$ cat src/rtl/fft16_peak_detect.sv
// fft16_peak_detect: per-bin power |X|^2 stream plus per-frame peak bin search
// for the natural-order serial bin stream of a 16-point FFT.
module fft16_peak_detect #(
  parameter int unsigned IN_WIDTH = 18,
  parameter int unsigned N_POINT  = 16,
  parameter int unsigned SKIP_DC  = 0
) (
  input  logic                               sys_clk_i,
  input  logic                               rst_i,
  input  logic                               data_in_valid_i,
  input  logic signed [IN_WIDTH-1:0]         xk_real_i,
  input  logic signed [IN_WIDTH-1:0]         xk_imag_i,
  output logic                               pwr_valid_o,
  output logic [2*IN_WIDTH-1:0]              pwr_o,
  output logic [$clog2(N_POINT)-1:0]         pwr_idx_o,
  output logic                               peak_valid_o,
  output logic [$clog2(N_POINT)-1:0]         peak_idx_o,
  output logic [2*IN_WIDTH-1:0]              peak_pwr_o,
  output logic                               frame_err_o
);

  localparam int unsigned IDX_W = $clog2(N_POINT);
  localparam int unsigned PWR_W = 2 * IN_WIDTH;
  localparam logic [IDX_W-1:0] LAST_IDX  = IDX_W'(N_POINT - 1);
  localparam logic [IDX_W-1:0] FIRST_IDX = (SKIP_DC != 0) ? IDX_W'(1) : IDX_W'(0);

  typedef enum logic [0:0] {IDLE, COLLECT} state_e;

  state_e             state_q, state_d;
  logic [IDX_W-1:0]   cnt_q, cnt_d;
  logic               acc_c;
  logic               abort_c;
  logic               err_q;

  // S1 registers
  logic               s1_vld_q;
  logic [IDX_W-1:0]   s1_idx_q;
  logic [PWR_W-1:0]   re_sq_q, im_sq_q;
  logic signed [PWR_W-1:0] re_ext_c, im_ext_c, re_sq_c, im_sq_c;

  // S2 registers (power stream)
  logic               pwr_vld_q;
  logic [IDX_W-1:0]   pwr_idx_q;
  logic [PWR_W-1:0]   pwr_q;

  // S3 registers (running max and peak result)
  logic [PWR_W-1:0]   max_pwr_q, cand_pwr_c;
  logic [IDX_W-1:0]   max_idx_q, cand_idx_c;
  logic               search_c, take_c, last_c;
  logic               peak_vld_q;
  logic [IDX_W-1:0]   peak_idx_q;
  logic [PWR_W-1:0]   peak_pwr_q;

  // Frame FSM state and bin counter
  always_ff @(posedge sys_clk_i) begin
    if (rst_i) begin
      state_q <= IDLE;
      cnt_q   <= '0;
      err_q   <= 1'b0;
    end else begin
      state_q <= state_d;
      cnt_q   <= cnt_d;
      err_q   <= abort_c;
    end
  end

  // Next-state: accept bins, wrap after the last bin, abort on a short burst
  always_comb begin
    state_d = state_q;
    cnt_d   = cnt_q;
    acc_c   = 1'b0;
    abort_c = 1'b0;
    case (state_q)
      IDLE: begin
        if (data_in_valid_i) begin
          acc_c   = 1'b1;
          cnt_d   = IDX_W'(1);
          state_d = COLLECT;
        end
      end
      COLLECT: begin
        if (data_in_valid_i) begin
          acc_c = 1'b1;
          cnt_d = cnt_q + IDX_W'(1);
        end else begin
          abort_c = (cnt_q != '0);
          cnt_d   = '0;
          state_d = IDLE;
        end
      end
      default: begin
        cnt_d   = '0;
        state_d = IDLE;
      end
    endcase
  end

  // Sign-extend before squaring so the full 2W-bit product is formed
  always_comb begin
    re_ext_c = PWR_W'(xk_real_i);
    im_ext_c = PWR_W'(xk_imag_i);
    re_sq_c  = re_ext_c * re_ext_c;
    im_sq_c  = im_ext_c * im_ext_c;
  end

  // S1: register squares; in IDLE cnt_q is 0 so it doubles as the bin index
  always_ff @(posedge sys_clk_i) begin
    if (rst_i) begin
      s1_vld_q <= 1'b0;
      s1_idx_q <= '0;
      re_sq_q  <= '0;
      im_sq_q  <= '0;
    end else begin
      s1_vld_q <= acc_c;
      s1_idx_q <= cnt_q;
      re_sq_q  <= re_sq_c;
      im_sq_q  <= im_sq_c;
    end
  end

  // S2: power sum; 2^(2W-1) is the largest value and fits without saturation
  always_ff @(posedge sys_clk_i) begin
    if (rst_i) begin
      pwr_vld_q <= 1'b0;
      pwr_idx_q <= '0;
      pwr_q     <= '0;
    end else begin
      pwr_vld_q <= s1_vld_q;
      pwr_idx_q <= s1_idx_q;
      pwr_q     <= re_sq_q + im_sq_q;
    end
  end

  // Peak candidate: first searched bin loads, later bins win only if strictly greater
  always_comb begin
    search_c   = pwr_vld_q && !((SKIP_DC != 0) && (pwr_idx_q == '0));
    take_c     = search_c && ((pwr_idx_q == FIRST_IDX) || (pwr_q > max_pwr_q));
    last_c     = pwr_vld_q && (pwr_idx_q == LAST_IDX);
    cand_pwr_c = take_c ? pwr_q : max_pwr_q;
    cand_idx_c = take_c ? pwr_idx_q : max_idx_q;
  end

  // S3: running max and held peak result
  always_ff @(posedge sys_clk_i) begin
    if (rst_i) begin
      max_pwr_q  <= '0;
      max_idx_q  <= '0;
      peak_vld_q <= 1'b0;
      peak_idx_q <= '0;
      peak_pwr_q <= '0;
    end else begin
      max_pwr_q  <= cand_pwr_c;
      max_idx_q  <= cand_idx_c;
      peak_vld_q <= last_c;
      if (last_c) begin
        peak_idx_q <= cand_idx_c;
        peak_pwr_q <= cand_pwr_c;
      end
    end
  end

  assign pwr_valid_o  = pwr_vld_q;
  assign pwr_o        = pwr_q;
  assign pwr_idx_o    = pwr_idx_q;
  assign peak_valid_o = peak_vld_q;
  assign peak_idx_o   = peak_idx_q;
  assign peak_pwr_o   = peak_pwr_q;
  assign frame_err_o  = err_q;

endmodule

$ cat config.mk
export PLATFORM = sky130hd
export DESIGN_NAME = fft16_peak_detect
export DESIGN_NICKNAME = d
export VERILOG_FILES = /design/src/rtl/fft16_peak_detect.sv
export SDC_FILE = /design/constraint.sdc
export NUM_CORES = 2
export LEC_CHECK = 0
export BUFFER_PORTS_ARGS = -buffer_cell sky130_fd_sc_hd__buf_2
export CAP_MARGIN = 30
export CORE_MARGIN = 2
export CORE_UTILIZATION = 30
export CTS_CLUSTER_DIAMETER = 30
export DETAILED_ROUTE_END_ITERATION = 6
export SKIP_LAST_GASP = 1
export SLEW_MARGIN = 15
export SYNTH_ARGS = -nofsm -noshare
export SYNTH_HDL_FRONTEND = slang
export SYNTH_SLANG_ARGS = --single-unit
$ cat constraint.sdc
create_clock -name sys_clk_i -period 7.65 [get_ports sys_clk_i]
set_clock_uncertainty 0.2 [all_clocks]
set_input_delay 0.3825 -clock sys_clk_i [delete_from_list [all_inputs] [get_ports sys_clk_i]]
set_output_delay 0.3825 -clock sys_clk_i [all_outputs]
set_load 0.05 [all_outputs]
==> Implementation_results.wiki <==
{| class="wikitable"
! Metric !! Value
|-
| Area share of the largest cell type after synthesis || 37.94%
|-
| Antenna violations before repair || 3
|-
| TritonCTS clock tree || built
|-
| Estimated wirelength of the detail-placed design || just over 60 mm
|-
| Sink Count || around 200
|-
| Number of rows in the core area || between 100 and 150
|-
| R2R cell count || 11
|-
| Clock slew at the register clock pins of the worst setup and hold paths || about 0.050 ns
|-
| Yosys top cell by area || sky130_fd_sc_hd__fa_1
|-
| Largest net degree at the start of global routing || a little over 100
|-
| Cell total after placement || 4852
|-
| Data arrival time of the critical path || roughly 6.8 ns
|-
| Via count of the first global-routing pass || roughly 24k
|-
| Relative area change from synthesis to final layout || 11.31%
|-
| First-pass GRT wire length || ~120 mm
|-
| Number of distinct library cells after synthesis || 66
|-
| Buffers and inverters on the worst path || 8
|-
| Post-Synthesis Cells || around 3.4k
|-
| Outcome || complete, no violations
|-
| Number of remaining DRC errors || 0
|-
| Clock Path Buffers || 3
|-
| Kind of critical path || in2reg
|-
| Summed area of non-filler cells in the final layout || 34650 um^2
|-
| Most Frequent Cell on Critical Path || sky130_fd_sc_hd__inv_1
|-
| Count of flip-flops with a built-in enable after synthesis || 0
|-
| Unrepaired setup endpoints after global routing || no
|-
| CTS Buf Count || between 40 and 50
|-
| Critical R2R Launch || max_pwr_q[13]$_SDFF_PP0_
|-
| Top fanout value on the critical path || 22
|-
| Count of antenna diodes in the layout || 0
|-
| Critical path's slowest cell || sky130_fd_sc_hd__fa_1
|-
| FFs w/ async S/R, synth || 0%
|-
| Latest clock arrival within the worst-skew pair || approximately 0.54 ns
|-
| Number of synthesized register bits || about 200
|-
| Area inside the core boundary || 103200 um^2
|-
| Post-CTS setup buffers || 0
|-
| Share of the yosys chip area belonging to registers || approximately an eighth
|-
| Cell area after placement || between 30000 and 40000 um^2
|-
| Ordered list of cells on the worst path || buf_2, nand2_1, inv_1, fa_1, inv_1, fa_1, inv_1, ha_1, inv_1, fa_1, inv_1, fa_1, inv_1, fa_1, inv_1, ha_1, or2_2, and3_1, o31ai_1, a21oi_1, o41ai_1, o21ai_0, xnor2_1, nor2_1
|-
| Number of iterations in the first detailed-routing pass || 5
|-
| Number of failing hold endpoints at the final stage || 0
|-
| Die height || around 330 um
|-
| Dominant cells by area after synthesis || sky130_fd_sc_hd__fa_1 38%, sky130_fd_sc_hd__dfxtp_1 13%, sky130_fd_sc_hd__ha_1 11%
|-
| Cell family with most CP delay || adder cells
|-
| Width of the die || between 300 and 400 um
|-
| Number of nets in the finished design || ~4.4k
|-
| Worst Hold End || peak_valid_o$_SDFF_PP0_
|-
| Final TNS setup || 0 ns
|-
| Delay of the slowest cell on the worst path || around 0.58 ns
|-
| Count of pins over their slew limit || 0
|-
| Setup slack of the critical path after layout || 1.064 ns
|-
| Global-route usage over all layers || around 15%
|-
| Max-cap violations || 0
|-
| Final setup violation count || 0
|-
| Slew margin rel. || roughly half
|-
| Commonest register cell after synthesis || sky130_fd_sc_hd__dfxtp_1
|-
| Hold Crit Class || in2reg
|-
| Netlist Area Pre-Place || 31130 um^2
|-
| Avg Synthesized Cell Area || 9.039 um^2
|-
| Share of the clock period used by the worst path || about 86%
|-
| Worst Setup Start Kind || primary input
|-
| Global route total overflow || 0
|-
| Time the final worst path needs with I/O delays and setup || 6.586 ns
|-
| Post-detailed-routing wire length || between 70 and 80 mm
|-
| Worst Hold Path Cells || 2
|-
| Worst R2R Setup Slack || around 3.8 ns
|-
| Total vias in the final route || between 20k and 25k
|-
| Share of layout cells above drive strength 1 || under 10%
|-
| Initial detailed-routing violation count || roughly 1.0k
|-
| Non-Filler Instances || ~4.9k
|-
| Hold wc startpoint || rst_i
|-
| Worst Setup End Kind || flop
|-
| Number of buffers inserted by port buffering || 121
|-
| Number of H-tree levels || 2
|-
| Post-detailed-route via-to-cell ratio || roughly 4.5
|-
| Cell at the root of the clock tree || sky130_fd_sc_hd__clkbuf_16
|-
| Warning count from the yosys run || 0
|-
| Die ar. || around 110000 um^2
|-
| Initial core utilization || between 30% and 40%
|-
| Number of nets with antenna violations after detailed routing || 0
|-
| Worst Tran Pin Value || around 0.77 ns
|-
| Critical R2R Capture || max_idx_q[1]$_SDFF_PP0_
|-
| Routability Congestion || between 0.8 and 0.9
|-
| Wire length per cell after detailed routing || 15.13 um
|-
| DP Worst Slack || roughly 0.52 ns
|-
| Data required time of the critical path || between 7 and 8 ns
|-
| Net Count, Synth || roughly 4.4k
|-
| Highest clock frequency the design can meet || about 150 MHz
|-
| Ports || between 100 and 150
|}
[kinds of logic (layout without fill, tap and decap cells)]
group,count (synthesis),count (layout),share of synthesized area [%]
AO/OA/AOI/OAI,323,323,7.307
XOR/XNOR,105,105,2.954
adder cells (fa/ha/maj),872,872,49.27
buffers and inverters,999,1105,12.07
flip-flops,202,202,12.99
multiplexers,51,51,1.668
AND/OR/NAND/NOR,892,892,13.73
[final cells by class]
class	count	area, um^2
fill	10600	68550
multi-input combinational	2243	23340
sequential	202	4044
inverter	887	3329
tap	1380	1727
clock buffer	50	1121
timing repair buffer	142	777.0
clock inverter	26	309.0
[synthesized netlist by cell type, drive strengths merged (10+ instances only)]
library cell / n
nor2b: 39
inv: 887
or2: 10
o211a: 37
o21a: 14
or3: 41
mux2i: 44
xnor2: 69
ha: 282
nand2: 258
nand2b: 99
nor3: 29
o21ai: 48
buf: 13
and2: 89
a211oi: 17
a31oi: 14
nand4: 17
and3: 10
clkbuf: 99
nand3: 29
fa: 590
a21o: 47
xor2: 36
dfxtp: 202
a21oi: 78
nor2: 247
[worst max-delay path by stage]
stage	end	depth (start not counted)	from
2_1_floorplan	im_sq_q[35]$_SDFF_PP0_	24	xk_imag_i[17]
3_3_place_gp	im_sq_q[35]$_SDFF_PP0_	24	xk_imag_i[17]
3_5_place_dp	im_sq_q[35]$_SDFF_PP0_	24	xk_imag_i[17]
4_1_cts	im_sq_q[35]$_SDFF_PP0_	24	xk_imag_i[17]
5_1_grt	im_sq_q[35]$_SDFF_PP0_	24	xk_imag_i[17]
6_report	im_sq_q[35]$_SDFF_PP0_	24	xk_imag_i[17]
[per-layer routing]
layer	vias up	GRT usage (%)	wire (um)
met2	440	25.77	37260
met4	2	3.096	1470
met5	-	0	11
li1	10570	-	-
met1	11120	18.97	32940
met3	88	1.571	2913
[metrics by stage]
stage                     utilization, %  hold WS [ns]
final                              33.58        0.1144
after floorplan                        -        0.2138
after global routing               33.58        0.1419
after global placement             32.17        0.2177
after CTS                          33.56        0.1051
after detailed placement           32.17        0.2204
[state kept, by name, indices dropped and copies added (netlist names)]
| signal | flops |
|---|---|
| max_idx_q | 4 |
| re_sq_q | 35 |
| pwr_valid_o | 1 |
| peak_idx_o | 4 |
| s1_vld_q | 1 |
| peak_pwr_o | 36 |
| peak_valid_o | 1 |
| pwr_idx_o | 4 |
| im_sq_q | 35 |
| s1_idx_q | 4 |
| pwr_o | 36 |
| frame_err_o | 1 |
| cnt_q | 4 |
| max_pwr_q | 36 |
[cell usage in the layout (no fill, tap or decap), types with 8 or more instances in the layout]
cell type / instances
sky130_fd_sc_hd__o21ai_0: 46
sky130_fd_sc_hd__and3_1: 9
sky130_fd_sc_hd__buf_4: 19
sky130_fd_sc_hd__a211oi_1: 17
sky130_fd_sc_hd__o21a_1: 14
sky130_fd_sc_hd__or3_1: 41
sky130_fd_sc_hd__nor3b_1: 8
sky130_fd_sc_hd__nand2b_1: 99
sky130_fd_sc_hd__xnor2_1: 69
sky130_fd_sc_hd__o211a_1: 37
sky130_fd_sc_hd__a211o_1: 8
sky130_fd_sc_hd__nand3_1: 29
sky130_fd_sc_hd__fa_1: 590
sky130_fd_sc_hd__a21o_1: 47
sky130_fd_sc_hd__nor3_1: 29
sky130_fd_sc_hd__a21oi_1: 77
sky130_fd_sc_hd__or2_2: 10
sky130_fd_sc_hd__nor2_1: 247
sky130_fd_sc_hd__buf_2: 120
sky130_fd_sc_hd__xor2_1: 36
sky130_fd_sc_hd__a31oi_1: 14
sky130_fd_sc_hd__mux2i_1: 44
sky130_fd_sc_hd__nor2b_1: 39
sky130_fd_sc_hd__nand4_1: 17
sky130_fd_sc_hd__inv_1: 886
sky130_fd_sc_hd__nand2_1: 258
sky130_fd_sc_hd__clkbuf_16: 42
sky130_fd_sc_hd__dfxtp_1: 202
sky130_fd_sc_hd__and2_1: 89
sky130_fd_sc_hd__ha_1: 282
[what timing repair did]
action                                 4_1_cts  5_1_grt
endpoints found under the hold margin        4        0
hold buffers                                 1        0
resized for setup                            0        0
Power is not shown: default switching activity piles up to over one toggle a cycle in this logic, so the estimate is an artifact.
